### src/rtl/ssd_pkg.sv
// ssd_pkg: shared types, segment constants and BCD sizing for the multiplexed seven-segment display.
package ssd_pkg;
  typedef enum logic [1:0] {IDLE, CONV, DONE} state_t;
  // What a display position shows: a decoded digit, or one of the fixed glyphs.
  typedef enum logic [1:0] {G_DIG, G_BLANK, G_MINUS, G_E} glyph_t;
  localparam logic [6:0] SEG_BLANK = 7'b1111111;
  localparam logic [6:0] SEG_MINUS = 7'b0111111;
  localparam logic [6:0] SEG_E     = 7'b0000110;
  // BCD digits needed for a w-bit magnitude, plus one spare.
  function automatic int nbcd(input int w);
    return (3 * w + 9) / 10 + 1;
  endfunction
endpackage

### src/rtl/ssd_seg_decode.sv
// ssd_seg_decode: 4-bit digit to active-low {g,f,e,d,c,b,a} pattern, hex glyphs A-F included.
//   digit : input digit 0..15
//   seg   : active-low segment pattern
module ssd_seg_decode (
  input  logic [3:0] digit,
  output logic [6:0] seg
);
  localparam logic [6:0] LUT [16] = '{
    7'b1000000, 7'b1111001, 7'b0100100, 7'b0110000,
    7'b0011001, 7'b0010010, 7'b0000010, 7'b1111000,
    7'b0000000, 7'b0010000, 7'b0001000, 7'b0000011,
    7'b1000110, 7'b0100001, 7'b0000110, 7'b0001110
  };
  assign seg = LUT[digit];
endmodule

### src/rtl/ssd_mux_display.sv
// ssd_mux_display: scanned seven-segment display of a hex or signed-decimal value.
//   clk_500  : scan and conversion clock
//   rst      : asynchronous active-high reset
//   in_valid/in_ready/in_value/in_dec : value handshake; in_dec=1 decimal, 0 hex
//   an       : active-low one-hot anode select
//   ca       : active-low cathodes {g,f,e,d,c,b,a}
//   overflow : last decimal value did not fit
// Optional: define SSD_BLANK_LZ_EN to blank leading zeros in decimal mode.
module ssd_mux_display
  import ssd_pkg::*;
#(
  parameter int DIGITS  = 4,
  parameter int VALUE_W = 32
) (
  input  logic               clk_500,
  input  logic               rst,
  input  logic               in_valid,
  output logic               in_ready,
  input  logic [VALUE_W-1:0] in_value,
  input  logic               in_dec,
  output logic [DIGITS-1:0]  an,
  output logic [6:0]         ca,
  output logic               overflow
);
  localparam int NBCD = nbcd(VALUE_W);
  // BCD register is at least DIGITS wide so every display position has a source digit.
  localparam int NB = NBCD > DIGITS ? NBCD : DIGITS;
  localparam int HW = VALUE_W > 4 * DIGITS ? VALUE_W : 4 * DIGITS;
  localparam int CW = $clog2(VALUE_W);
  localparam int PW = $clog2(DIGITS);

  state_t            state, state_n;
  logic [VALUE_W:0]  mag;
  logic [4*NB-1:0]   bcd, bcd_adj;
  logic [CW-1:0]     cnt;
  logic              neg;
  logic [PW-1:0]     pos;
  glyph_t            kind [DIGITS];
  glyph_t            kind_n [DIGITS];
  logic [3:0]        val [DIGITS];
  logic [3:0]        val_n [DIGITS];
  logic              overflow_n;
  logic [6:0]        seg;
  logic [HW-1:0]     hex_src;
  logic              accept;
  int                avail;
  logic              unused_ok;
`ifdef SSD_BLANK_LZ_EN
  int                msd;
`endif

  assign accept    = in_valid && in_ready;
  assign hex_src   = HW'(in_value);
  assign avail     = neg ? DIGITS - 1 : DIGITS;
  // The top adjusted BCD bit shifts out and mag's extra bit only holds the sign-safe width.
  assign unused_ok = &{1'b0, bcd_adj[4*NB-1], mag[VALUE_W], hex_src};

  always_ff @(posedge clk_500 or posedge rst)
    if (rst) state <= IDLE;
    else state <= state_n;

  always_comb begin
    in_ready = state == IDLE;
    state_n  = state == IDLE ? (accept && in_dec ? CONV : IDLE)
             : state == CONV ? (cnt == CW'(VALUE_W - 1) ? DONE : CONV)
             : IDLE;
  end

  always_comb begin
    bcd_adj = '0;
    for (int i = 0; i < NB; i++)
      bcd_adj[4*i+:4] = bcd[4*i+:4] >= 4'd5 ? bcd[4*i+:4] + 4'd3 : bcd[4*i+:4];
  end

  // Magnitude is negated at VALUE_W+1 bits so the most negative input converts correctly.
  always_ff @(posedge clk_500 or posedge rst)
    if (rst) begin
      mag <= '0;
      bcd <= '0;
      cnt <= '0;
      neg <= 1'b0;
    end else if (state == IDLE && accept && in_dec) begin
      neg <= in_value[VALUE_W-1];
      mag <= in_value[VALUE_W-1] ? -{in_value[VALUE_W-1], in_value} : {1'b0, in_value};
      bcd <= '0;
      cnt <= '0;
    end else if (state == CONV) begin
      bcd <= {bcd_adj[4*NB-2:0], mag[VALUE_W-1]};
      mag <= mag << 1;
      cnt <= cnt + 1'b1;
    end

  always_comb begin
    overflow_n = 1'b0;
`ifdef SSD_BLANK_LZ_EN
    msd = 0;
`endif
    for (int i = 0; i < NB; i++) begin
      overflow_n = overflow_n | (i >= avail && bcd[4*i+:4] != 4'd0);
`ifdef SSD_BLANK_LZ_EN
      msd = (i < avail && bcd[4*i+:4] != 4'd0) ? i : msd;
`endif
    end
    for (int i = 0; i < DIGITS; i++) begin
      val_n[i] = bcd[4*i+:4];
`ifdef SSD_BLANK_LZ_EN
      kind_n[i] = overflow_n ? G_E : (neg && i == msd + 1) ? G_MINUS : (i > msd) ? G_BLANK : G_DIG;
`else
      kind_n[i] = overflow_n ? G_E : (neg && i == DIGITS - 1) ? G_MINUS : G_DIG;
`endif
    end
  end

  always_ff @(posedge clk_500 or posedge rst)
    if (rst) begin
      overflow <= 1'b0;
      for (int i = 0; i < DIGITS; i++) begin
        kind[i] <= G_DIG;
        val[i]  <= 4'd0;
      end
    end else if (state == IDLE && accept && !in_dec) begin
      overflow <= 1'b0;
      for (int i = 0; i < DIGITS; i++) begin
        kind[i] <= G_DIG;
        val[i]  <= hex_src[4*i+:4];
      end
    end else if (state == DONE) begin
      overflow <= overflow_n;
      for (int i = 0; i < DIGITS; i++) begin
        kind[i] <= kind_n[i];
        val[i]  <= val_n[i];
      end
    end

  always_ff @(posedge clk_500 or posedge rst)
    if (rst) pos <= '0;
    else pos <= pos == PW'(DIGITS - 1) ? '0 : pos + 1'b1;

  assign an = ~(DIGITS'(1) << pos);

  ssd_seg_decode u_dec (
    .digit(val[pos]),
    .seg  (seg)
  );

  assign ca = kind[pos] == G_DIG   ? seg
            : kind[pos] == G_BLANK ? SEG_BLANK
            : kind[pos] == G_MINUS ? SEG_MINUS
            : SEG_E;
endmodule

### config.mk
export PLATFORM = sky130hd
export DESIGN_NAME = ssd_mux_display
export DESIGN_NICKNAME = d
export VERILOG_FILES = /design/src/rtl/ssd_pkg.sv /design/src/rtl/ssd_seg_decode.sv /design/src/rtl/ssd_mux_display.sv
export SDC_FILE = /design/constraint.sdc
export NUM_CORES = 1
export LEC_CHECK = 0
export ABC_AREA = 1
export CORE_ASPECT_RATIO = 0.5
export CORE_UTILIZATION = 54
export CTS_CLUSTER_SIZE = 30
export DETAILED_ROUTE_END_ITERATION = 8
export PLACE_DENSITY = 0.81
export SLEW_MARGIN = 20
export SYNTH_ARGS = -nofsm -noshare
export SYNTH_HDL_FRONTEND = slang
export SYNTH_SLANG_ARGS = --single-unit
### constraint.sdc
create_clock -name clk_500 -period 3.65 [get_ports clk_500]
set_input_delay 0.73 -clock clk_500 [delete_from_list [all_inputs] [get_ports clk_500]]
set_output_delay 0.73 -clock clk_500 [all_outputs]
set_load 0.01 [all_outputs]
==> results of run 1 <==
[cells in the final DEF (no fill, tap or decap), types with 14 or more instances in the layout]
master and n:
o21ai_0 87, inv_1 129, a21oi_1 26, nand2_1 192, nor2_1 55, dfrtp_1 103, clkdlybuf4s50_1 48, ha_1 44
o221ai_1 22, o22ai_1 33, xor2_1 14, nand3_1 90
[per-layer routing]
metal	up-vias	part of all wire, %	global-route usage [%]
met5	-	0	0
met4	0	0.83	4.04
met3	20	7.2	5.62
met2	203	45	42.7
met1	2929	47	37.1
li1	3049	-	-
[registers in the layout, summed over array words and instances (netlist names)]
| register | count |
|---|---|
| bcd | 44 |
| cnt | 5 |
| kind | 2 |
| mag | 32 |
| neg | 1 |
| pos | 2 |
| state | 2 |
| val | 16 |
[cell usage after synthesis, types with 2 or more instances]
master	n	area [sq um]
inv_1	130	488
nand2_1	192	721
xor2_1	14	123
nand3b_1	3	22.5
a31oi_1	5	31.3
buf_4	7	52.6
nand4_1	8	50.1
a21oi_1	26	130
ha_1	44	551
o211ai_1	9	67.6
o21bai_1	3	22.5
nor2_4	2	22.5
o22ai_1	33	206
o221ai_1	22	193
o21ai_0	87	435
inv_4	2	12.5
nand3_1	90	450
a22o_1	2	17.5
nor3_1	3	15.0
dfrtp_1	104	2600
o32ai_1	4	35.0
a32o_1	2	20.0
clkbuf_1	12	45.0
or2_2	5	31.3
nor2_1	55	206
inv_2	5	18.8
nand2_2	3	18.8
buf_2	8	40.0
[area by class of cell]
| type | instances | area [sq um] | share of cell area (%) |
|---|---|---|---|
| inverters | 137 | 522 | 6.86 |
| multi-input cells | 619 | 3430 | 45.1 |
| clock buffers | 11 | 243 | 3.19 |
| flip-flops and latches | 104 | 2600 | 34.2 |
| well taps | 165 | 206 | 2.72 |
| repair buffers | 55 | 546 | 7.17 |
| clock inverters | 4 | 53.8 | 0.708 |
[cells by family after synthesis]
family / Yosys count / synth area share [%]
compound gates: 195 / 17.5
xor+xnor: 14 / 1.83
fa+ha+maj: 44 / 8.22
buf+inv: 165 / 9.97
flops: 104 / 38.8
simple gates: 366 / 23.6
[power by group through the flow]
stage / Sequential [mW] / Combinational (mW) / Clock [mW]
floorplan: 1.88 / 2.01 / 0
global placement: 1.95 / 2.53 / 0
detailed placement: 1.97 / 2.64 / 0
CTS: 1.95 / 2.66 / 0.984
global route: 2.02 / 3.04 / 1.03
finish: 1.96 / 2.68 / 0.979
[final timing paths]
path | endpoint | cells past startpoint
worst max register to register | mag[15]$_DFFE_PP0P_ | 8
max in group asynchronous | pos[0]$_DFF_PP0_ | 3
worst max-delay path | ca[3] | 13
worst min register to register | cnt[3]$_DFFE_PP0P_ | 1
min in group asynchronous | bcd[37]$_DFFE_PP0P_ | 2
worst min-delay path | cnt[3]$_DFFE_PP0P_ | 1
[metrics by stage]
| stage | power (mW) | hold slack [ns] | util (%) | setup WS (ns) |
|---|---|---|---|---|
| 2_1_floorplan | 3.90 | 0.433 | - | 0.188 |
| 3_3_place_gp | 4.49 | 0.453 | 61.2 | 0.582 |
| 3_5_place_dp | 4.61 | 0.459 | 61.2 | 0.572 |
| 4_1_cts | 5.60 | 0.477 | 63.6 | 0.174 |
| 5_1_grt | 6.09 | 0.510 | 63.6 | 0.142 |
| 6_report | 5.62 | 0.482 | 63.6 | 0.299 |
[timing repair]
| item | 4_1_cts | 5_1_grt |
|---|---|---|
| setup endpoints to repair | 0 | 1 |
| buffers inserted | 0 | 0 |
| resized for setup | 0 | 1 |
[critical path: cells and delay by family (launching register included)]
kind                       cells  cell delay (ns)
adders and majority gates      1             0.20
AOI/OAI and AO/OA              1             0.10
and+or+nand+nor                8             0.65
buffers and inverters          3             0.82
DFF                            1             0.50
==> reports/qor.yml, run 1 <==
switching_share_pct: 42.0
p_clk_share_pct: 17.4
worstSkewPairLatency_ns: 0.35
critPathLaunch: "pos[0]$_DFF_PP0_"
ff2ff_setup_slack_ns: 1.45
rows: 28
yosys_warnings: 0
drt_wl_total_um: 16400
dr_total_vias: 6201
p_sw_mw: 2.36
dpl.cell_count: 1080
clkSlewWorstSetupHoldPaths_ns: 0.07
ctsHtreeMaxLevel: 3
first_pass_iters: 6
arrival_ns: 2.62
cts_max_path_buffers: 2
crit_path_start_kind: "register"
crit_type: "reg -> out"
min_from: "cnt[3]$_DFFE_PP0P_"
io_pins: 49
fin_area_sq_um: 7600
cts_root_buffer: "clkbuf_16"
cap_violations: 0
ys_ff_latch: 104
setup-violations-final: 0
die_area_sq_um: 12900
seq_area_frac_synth_pct: 38.8
final_cells: 1095
core_sq_um: 11900
seqPwrFrac_pct: 34.9
initial_utilization_pct: 56.1
relSlewSlack_pct: 56.1
grt_pass1_vias: 5551
track_usage_pct: 26.3
viasPerCell: 5.66
numCtsBuffers: 9
max_freq_ghz: 0.298
timing.rr.start: "state[0]$_DFF_PP0_"
cp_common_cell: "nand2_1"
period_minus_slack_ns: 3.35
ys.flop_type: "dfrtp_1"
placed_area_sq_um: 7310
worst_pin_slew_ns: 0.657
skew_ns: 0.00977
final_hold_viol_count: 0
p_leak_nw: 3.64
drive_gt1_share_pct: 4.73
synth_nets: 968
drc: 0
nets: 1006
dp.final_hpwl_um: 11800
async_flop_share_pct: 100
n_antenna_cell: 0
fp.dieH_um: 80.8
wl_per_cell_um: 15.0
area_delta_synth_final_pct: 13.5
grt_max_degree: 54
tns_ns: 0
syn_area_sq_um: 6700
cp.required_ns: 2.92
comb_power_share_pct: 47.7
status: "completed"
period_share_pct: 91.8
synth_cells: 888
crit_fanout: 14
synth_area_per_cell_sq_um: 7.55
drv_slew: 0
drtIter0Drc: 562
irDropWorstVdd_mv: 0.378
antenna_found_initial: 0
grt_overflow_total: 0
fill_cells: 1009
synth_edf_count: 0
die_w_um: 160
numPortBuffers: 48
powerDensity_nw_per_um2: 739
hp-class: "reg -> reg"
gp_congestion: 0.938
grt_pass1_wl_um: 26900
cts_tree: "done"
cts_hold_buf: 0
antenna_left: 0
setup.worst_path.end_class: "primary output"
critical_path.cell_chain: "inv_2 > nand2_1 > nand3_1 > nand2_1 > inv_1 > ha_1 > nand2_1 > o21ai_0 > nand2_1 > nand2_1 > nand2_1 > nand2_1 > clkdlybuf4s50_1"
rsz0062_at_grt: "false"
slowest_delay_ns: 0.53
ys_types: 36
p_int_mw: 3.26
slowest_stage: "clkdlybuf4s50_1"
clock-sinks: 104
No activity file was read; power rests on OpenSTA's default activity.
==> run 2: changes to the inputs <==
--- a/config.mk
+++ b/config.mk
@@ -5,12 +5,11 @@
 export SDC_FILE = /design/constraint.sdc
 export NUM_CORES = 1
 export LEC_CHECK = 0
-export ABC_AREA = 1
 export CORE_ASPECT_RATIO = 0.5
-export CORE_UTILIZATION = 54
+export CORE_UTILIZATION = 53
 export CTS_CLUSTER_SIZE = 30
 export DETAILED_ROUTE_END_ITERATION = 8
-export PLACE_DENSITY = 0.81
+export PLACE_DENSITY = 0.8
 export SLEW_MARGIN = 20
 export SYNTH_ARGS = -nofsm -noshare
 export SYNTH_HDL_FRONTEND = slang
==> run 2 against run 1 <==
Compared with the run above:
- highest routed layer unchanged
- sequential power increased by 7%
- first-iteration DRC count decreased by 24%
- power increased by 2.6%
- clock-buffer cell count decreased by 1
- sequential cell count unchanged
- critical path depth decreased by 5
- setup slack got worse by 0.12 ns
==> reports/qor.yml, run 2 <==
status: "completed"  # unchanged
gp_congestion: 0.867  # was 0.938
yosys_warnings: 0  # unchanged
irDropWorstVdd_mv: 0.382  # was 0.378 mV
synth_cells: 676  # was 888
viasPerCell: 6.05  # was 5.66
antenna_left: 0  # unchanged
slowest_stage: "mux4_2"  # was clkdlybuf4s50_1
dp.final_hpwl_um: 10300  # was 11800 um
tns_ns: 0  # unchanged
cts_root_buffer: "clkbuf_16"  # unchanged
wl_per_cell_um: 17.1  # was 15.0 um
core_sq_um: 11200  # was 11900 sq um
synth_edf_count: 0  # unchanged
numPortBuffers: 48  # unchanged
ff_latch_area_sq_um: 2600  # unchanged
drive_gt1_share_pct: 7.25  # was 4.73%
fp.dieH_um: 78.9  # was 80.8 um
switching_share_pct: 40.5  # was 42.0%
crit_type: "reg -> out"  # unchanged
grt_max_degree: 55  # was 54
crit_fanout: 6  # was 14
p_int_mw: 3.43  # was 3.26 mW
setup.worst_path.end_class: "primary output"  # unchanged
largest_registers: "bcd x44, mag x32, val x16"  # unchanged
async_flop_share_pct: 100  # unchanged
drc: 0  # unchanged
final_hold_viol_count: 0  # unchanged
largest_reg_flops: 44  # unchanged
synth_mux_area_share_pct: 1.94  # was 0%
worst_pin_slew_ns: 1.06  # was 0.657 ns
rsz0062_at_grt: "false"  # unchanged
period_share_pct: 95.1  # was 91.8%
p_sw_mw: 2.33  # was 2.36 mW
relSlewSlack_pct: 29.1  # was 56.1%
track_usage_pct: 26.1  # was 26.3%
mostFrequentLayoutCell: "dfrtp_1"  # was nand2_1
period_minus_slack_ns: 3.47  # was 3.35 ns
placed_area_sq_um: 6920  # was 7310 sq um
synth_nets: 756  # was 968
max_freq_ghz: 0.288  # was 0.298 GHz
slowest_delay_ns: 0.58  # was 0.53 ns
clock-sinks: 104  # unchanged
synth_largest_area_cell: "dfrtp_1"  # unchanged
grt_overflow_total: 0  # unchanged
ys_ff_latch: 104  # unchanged
rows: 27  # was 28
regMostFlops: "bcd"  # unchanged
cap_violations: 0  # unchanged
area_delta_synth_final_pct: 15.7  # was 13.5%
cp.required_ns: 2.92  # about the same
drtIter0Drc: 425  # was 562
ctsHtreeMaxLevel: 3  # unchanged
skew_ns: 0.00958  # was 0.00977 ns
synthTopCellsByArea: "dfrtp_1 42%, ha_1 8.8%, o21ai_0 5.8%"  # was dfrtp_1 39%, nand2_1 11%, ha_1 8.2%
seqPwrFrac_pct: 36.5  # was 34.9%
p_clk_share_pct: 18.0  # was 17.4%
comb_power_share_pct: 45.6  # was 47.7%
yosysMostFrequentCell: "dfrtp_1"  # was nand2_1
cts_max_path_buffers: 2  # unchanged
synth_top_family_by_area: "compound AO/OA/AOI/OAI gates"  # was simple AND/OR/NAND/NOR gates
first_pass_iters: 6  # unchanged
io_pins: 49  # unchanged
p_leak_nw: 3.12  # was 3.64 nW
drt_wl_total_um: 14900  # was 16400 um
seq_area_frac_synth_pct: 41.5  # was 38.8%
synth-xor-area-share_pct: 5.87  # was 1.83%
fill_cells: 909  # was 1009
critical_path.cell_chain: "mux4_2 > inv_1 > ha_2 > nand2_1 > nand3_1 > a21oi_1 > nor3_1 > clkdlybuf4s50_1"  # was inv_2 > nand2_1 > nand3_1 > nand2_1 > inv_1 > ha_1 > nand2_1 > o21ai_0 > nand2_1 > nand2_1 > nand2_1 > nand2_1 > clkdlybuf4s50_1
clkSlewWorstSetupHoldPaths_ns: 0.06  # was 0.07 ns
antenna_found_initial: 0  # unchanged
yosys.area.top_type_share_pct: 41.5  # was 38.8%
grt_pass1_wl_um: 25300  # was 26900 um
yosys.area_share.simple_pct: 13.9  # was 23.6%
dr_total_vias: 5300  # was 6201
die_w_um: 156  # was 160 um
numCtsBuffers: 9  # unchanged
whs_ns: 0.485  # was 0.482 ns
synth_common_cells: "104 x dfrtp_1, 73 x o21ai_0, 69 x nand2_1, 48 x a21oi_1, 44 x ha_1"  # was 192 x nand2_1, 130 x inv_1, 104 x dfrtp_1, 90 x nand3_1, 87 x o21ai_0
crit_path_start_kind: "register"  # unchanged
multiInputGateArea_sq_um: 3390  # was 3430 sq um
synthAdderAreaFrac_pct: 8.78  # was 8.22%
worstSkewPairLatency_ns: 0.35  # about the same
initial_utilization_pct: 55.7  # was 56.1%
die_area_sq_um: 12300  # was 12900 sq um
cts_hold_buf: 0  # unchanged
n_antenna_cell: 0  # unchanged
layout_common_cells: "103 x dfrtp_1, 73 x o21ai_0, 69 x nand2_1"  # was 192 x nand2_1, 129 x inv_1, 103 x dfrtp_1
setup-violations-final: 0  # unchanged
ys_types: 52  # was 36
synth-compound-area-share_pct: 23.4  # was 17.5%
ys.flop_type: "dfrtp_1"  # unchanged
cts_tree: "done"  # unchanged
hp-class: "reg -> reg"  # unchanged
nets: 792  # was 1006
synth_area_per_cell_sq_um: 9.27  # was 7.55 sq um
syn_area_sq_um: 6270  # was 6700 sq um
grt_pass1_vias: 5145  # was 5551
fin_area_sq_um: 7250  # was 7600 sq um
powerDensity_nw_per_um2: 795  # was 739 nW/um^2
arrival_ns: 2.74  # was 2.62 ns
drv_slew: 0  # unchanged
-- run 2: final cells by class --
class / count / area share (%)
sequential: 104 / 35.9
clock buffer: 10 / 3.16
inverter: 39 / 2.05
multi-input combinational: 496 / 46.8
clock inverter: 6 / 1.16
tap: 159 / 2.74
timing repair buffer: 62 / 8.18
-- run 2: stage by stage --
stage,total power [mW],util [%],instances,setup WS (ns)
after floorplan,3.89,-,676,0.188
after global placement,4.57,61.5,857,0.411
after detailed placement,4.71,61.5,857,0.348
after CTS,5.75,64.3,873,0.0823
after global routing,6.23,64.5,876,0.0271
final,5.76,64.5,876,0.179
-- run 2: repair_timing --
item	4_1_cts	5_1_grt
gates cloned	0	0
buffers inserted	0	3
endpoints found under the setup margin	3	4
gates resized for setup	1	1
pin swaps	0	0
-- run 2: path summary, 6_finish.rpt --
path / startpoint / endpoint / slack (ns) / cells after the start
worst max-delay path: pos[0]$_DFF_PP0_ / ca[0] / 0.18 / 8
worst min-delay path: mag[31]$_DFFE_PP0P_ / bcd[0]$_DFFE_PP0P_ / 0.49 / 2
worst max register to register: state[1]$_DFF_PP0_ / val[8]$_DFFE_PP0P_ / 1.62 / 5
worst min register to register: mag[31]$_DFFE_PP0P_ / bcd[0]$_DFFE_PP0P_ / 0.49 / 2
max in group asynchronous: rst / pos[0]$_DFF_PP0_ / 2.09 / 3
min in group asynchronous: rst / bcd[34]$_DFFE_PP0P_ / 0.81 / 2
-- run 2: cell families (layout without fill, tap and decap cells) --
family | count (synthesis) | count (layout)
AO/OA/AOI/OAI | 233 | 233
XOR/XNOR | 42 | 42
adder cells (fa/ha/maj) | 44 | 44
buffers and inverters | 76 | 117
flip-flops | 104 | 104
multiplexers | 7 | 7
AND/OR/NAND/NOR | 170 | 170
-- run 2: layer usage --
layer / routed length (um) / global-route usage (%)
met1: 7040 / 36.2
met2: 6970 / 42.2
met3: 764 / 4.75
met4: 159 / 6.67
met5: 0 / 0
-- run 2: power groups by stage --
stage	logic, mW	clock network [mW]	registers [mW]
floorplan	1.93	0	1.96
global placement	2.49	0	2.09
detailed placement	2.61	0	2.10
CTS	2.63	1.04	2.08
global route	2.99	1.09	2.16
finish	2.63	1.04	2.10
-- run 2: worst max-delay path, delay by kind of cell, from the launching register on --
| kind | cells | cell delay (ns) |
|---|---|---|
| compound gates | 1 | 0.05 |
| fa+ha+maj | 1 | 0.24 |
| buf+inv | 2 | 0.74 |
| flops | 1 | 0.43 |
| mux | 1 | 0.58 |
| simple gates | 3 | 0.37 |
==> variant, RTL diff (settings of run 2) <==
`DIGITS`: 4 -> 2.
--- a/src/rtl/ssd_mux_display.sv
+++ b/src/rtl/ssd_mux_display.sv
@@ -11,3 +11,3 @@
 #(
-  parameter int DIGITS  = 4,
+  parameter int DIGITS  = 2,
   parameter int VALUE_W = 32
Ports: changed (resized an); port bits go from 49 to 47. The function was not compared with the original's and may differ.
==> variant against run 2 <==
Register-to-register slack got worse by 0.34 ns. Area after synthesis decreased by 8.2%. Clock skew decreased by 0.0025 ns. Sequential cell count decreased by 9. Critical endpoint is now ca[3]. Die area decreased by 8.0%. Power decreased by 5.5%. Cell area decreased by 8.0%. Setup slack improved by 0.082 ns. Sequential power decreased by 11%. Global-route usage decreased by 2.0 points. Routed wire length decreased by 14%.
==> variant: results (changes against run 2) <==
stage;metric;value;unit;change
synthesis;synth_adder_area_share;9.13;%;+0.35 points
layout;nFillCells;848;;-6.7%
global_routing;grt_pass1_wl;21300;µm;-16%
drt;vias_per_cell;6.05;;about the same
synthesis;synth_compound_area_share;23.2;%;-0.14 points
drt;drtPass1Iterations;5;;-1
worst_setup_path;reg2reg_to;kind[2];;
global_routing;grt_usage;24.1;%;-2.0 points
global_routing;grt_pass1_vias;4627;;-10%
worst_setup_path;worst-r2r-setup-slack;1.28;ns;-0.34 ns
power;p_leak;2.87;nW;-7.9%
placed_design;dp.cells;781;;-8.9%
synthesis;synth_area_leaders;dfrtp_1 (41%), ha_1 (9.1%), o21ai_0 (5.8%);;
timing;fmax;0.295;GHz;+2.4%
drt;totalWireLength;12900;µm;-14%
synthesis;synth_mux_area_share;1.83;%;-0.11 points
timing;fin_skew;0.00709;ns;-0.00250 ns
global_routing;antenna_found_initial;0;;unchanged
synthesis;syn_inst;619;;-8.4%
worst_hold_path;min_to;val[7];;
drt;drt_iter0_markers;330;;-22%
placed_design;place_ws;0.285;ns;-0.0632 ns
cts;clk_pin_slew_worst_paths;0.07;ns;
synthesis;synth.distinct_cells;46;;-12%
synthesis;synth_xor_xnor_area_share;7.00;%;+1.1 points
worst_setup_path;crit_path_start;pos;;
timing;slew_headroom;28.1;%;-1.0 points
worst_setup_path;reg2reg_depth;6;;+1
placed_design;gp_congestion;0.796;;-8.2%
synthesis;synthTopCellsByCount;dfrtp_1 (95), o21ai_0 (67), nand2_1 (57), a21oi_1 (42), ha_1 (42);;
placed_design;placedInstanceArea;0.00636;mm²;-8.0%
worst_hold_path;min-delay-start;val[7];;
layout;top_regs;bcd x44, mag x32, val x8;;
worst_setup_path;cp_max_fo;5;;-1
worst_setup_path;crit_path_end;ca[3];;
synthesis;yosysSeqAreaShare;41.3;%;-0.22 points
cts;ctsHtreeMaxLevel;3;;unchanged
power;peakVddDrop;0.000370;V;-3.0%
synthesis;synth_nets;697;;-7.8%
drt;wl_per_cell;16.2;µm;-5.2%
worst_setup_path;cp_data_arrival_time;2.66;ns;-0.08 ns
placed_design;port_buffers;46;;-4.2%
placed_design;dpl.hpwl;8790;µm;-15%
layout;drive_above_1_share;6.39;%;-0.86 points
layout;nets;730;;-7.8%
worst_setup_path;regToRegStartpoint;bcd[36];;
cts;post_cts_resize_count;0;;-1
run_status;status;completed;;
global_routing;grt_max_degree;65;;+18%
## variant: cell types whose count changed in the layout (fill, tap and decap cells not counted), sizes merged, moves of 5 or more
cell,change
a21oi,-6
nand2,-12
o22ai,-5
buf,-5
o21ai,-7
inv,-8
dfrtp,-9
a22oi,-11
## variant: layout make-up
type / count / area, µm² / share of cell area (%)
clock inverter: 4 / 52.6 / 0.788
multi-input combinational: 459 / 3140 / 47.1
inverter: 31 / 118 / 1.76
sequential: 95 / 2380 / 35.6
clock buffer: 12 / 256 / 3.85
tap: 140 / 175 / 2.63
timing repair buffer: 56 / 548 / 8.22
## variant: kinds of logic after synthesis
logic type | count (synthesis)
compound gates | 210
mux | 9
xor+xnor | 46
flops | 95
simple gates | 152
buf+inv | 65
fa+ha+maj | 42
## variant: routing by layer
layer	track usage, %	vias up	wire (µm)
li1	-	2310	-
met4	6.58	0	133
met2	43.7	105	6380
met3	4.97	14	518
met1	29.8	2393	5850
met5	0	-	0
## variant: report_power, final
group / switching [W] / internal, W / total (W) / leakage, nW
combinational: 0.00146 / 0.00115 / 0.00261 / 1.51
clock: 0.000406 / 0.000572 / 0.000978 / 0.153
sequential: 0.000363 / 0.00149 / 0.00186 / 1.22
total: 0.00223 / 0.00321 / 0.00545 / 2.87
## variant: worst max-delay path, stage by stage (launching register included)
cell and delay, ns:
dfrtp_1 0.48, mux2_2 0.41, inv_1 0.14, ha_1 0.16, inv_1 0.04, mux4_2 0.45
nand2_1 0.08, o21ai_0 0.07, clkdlybuf4s50_1 0.48
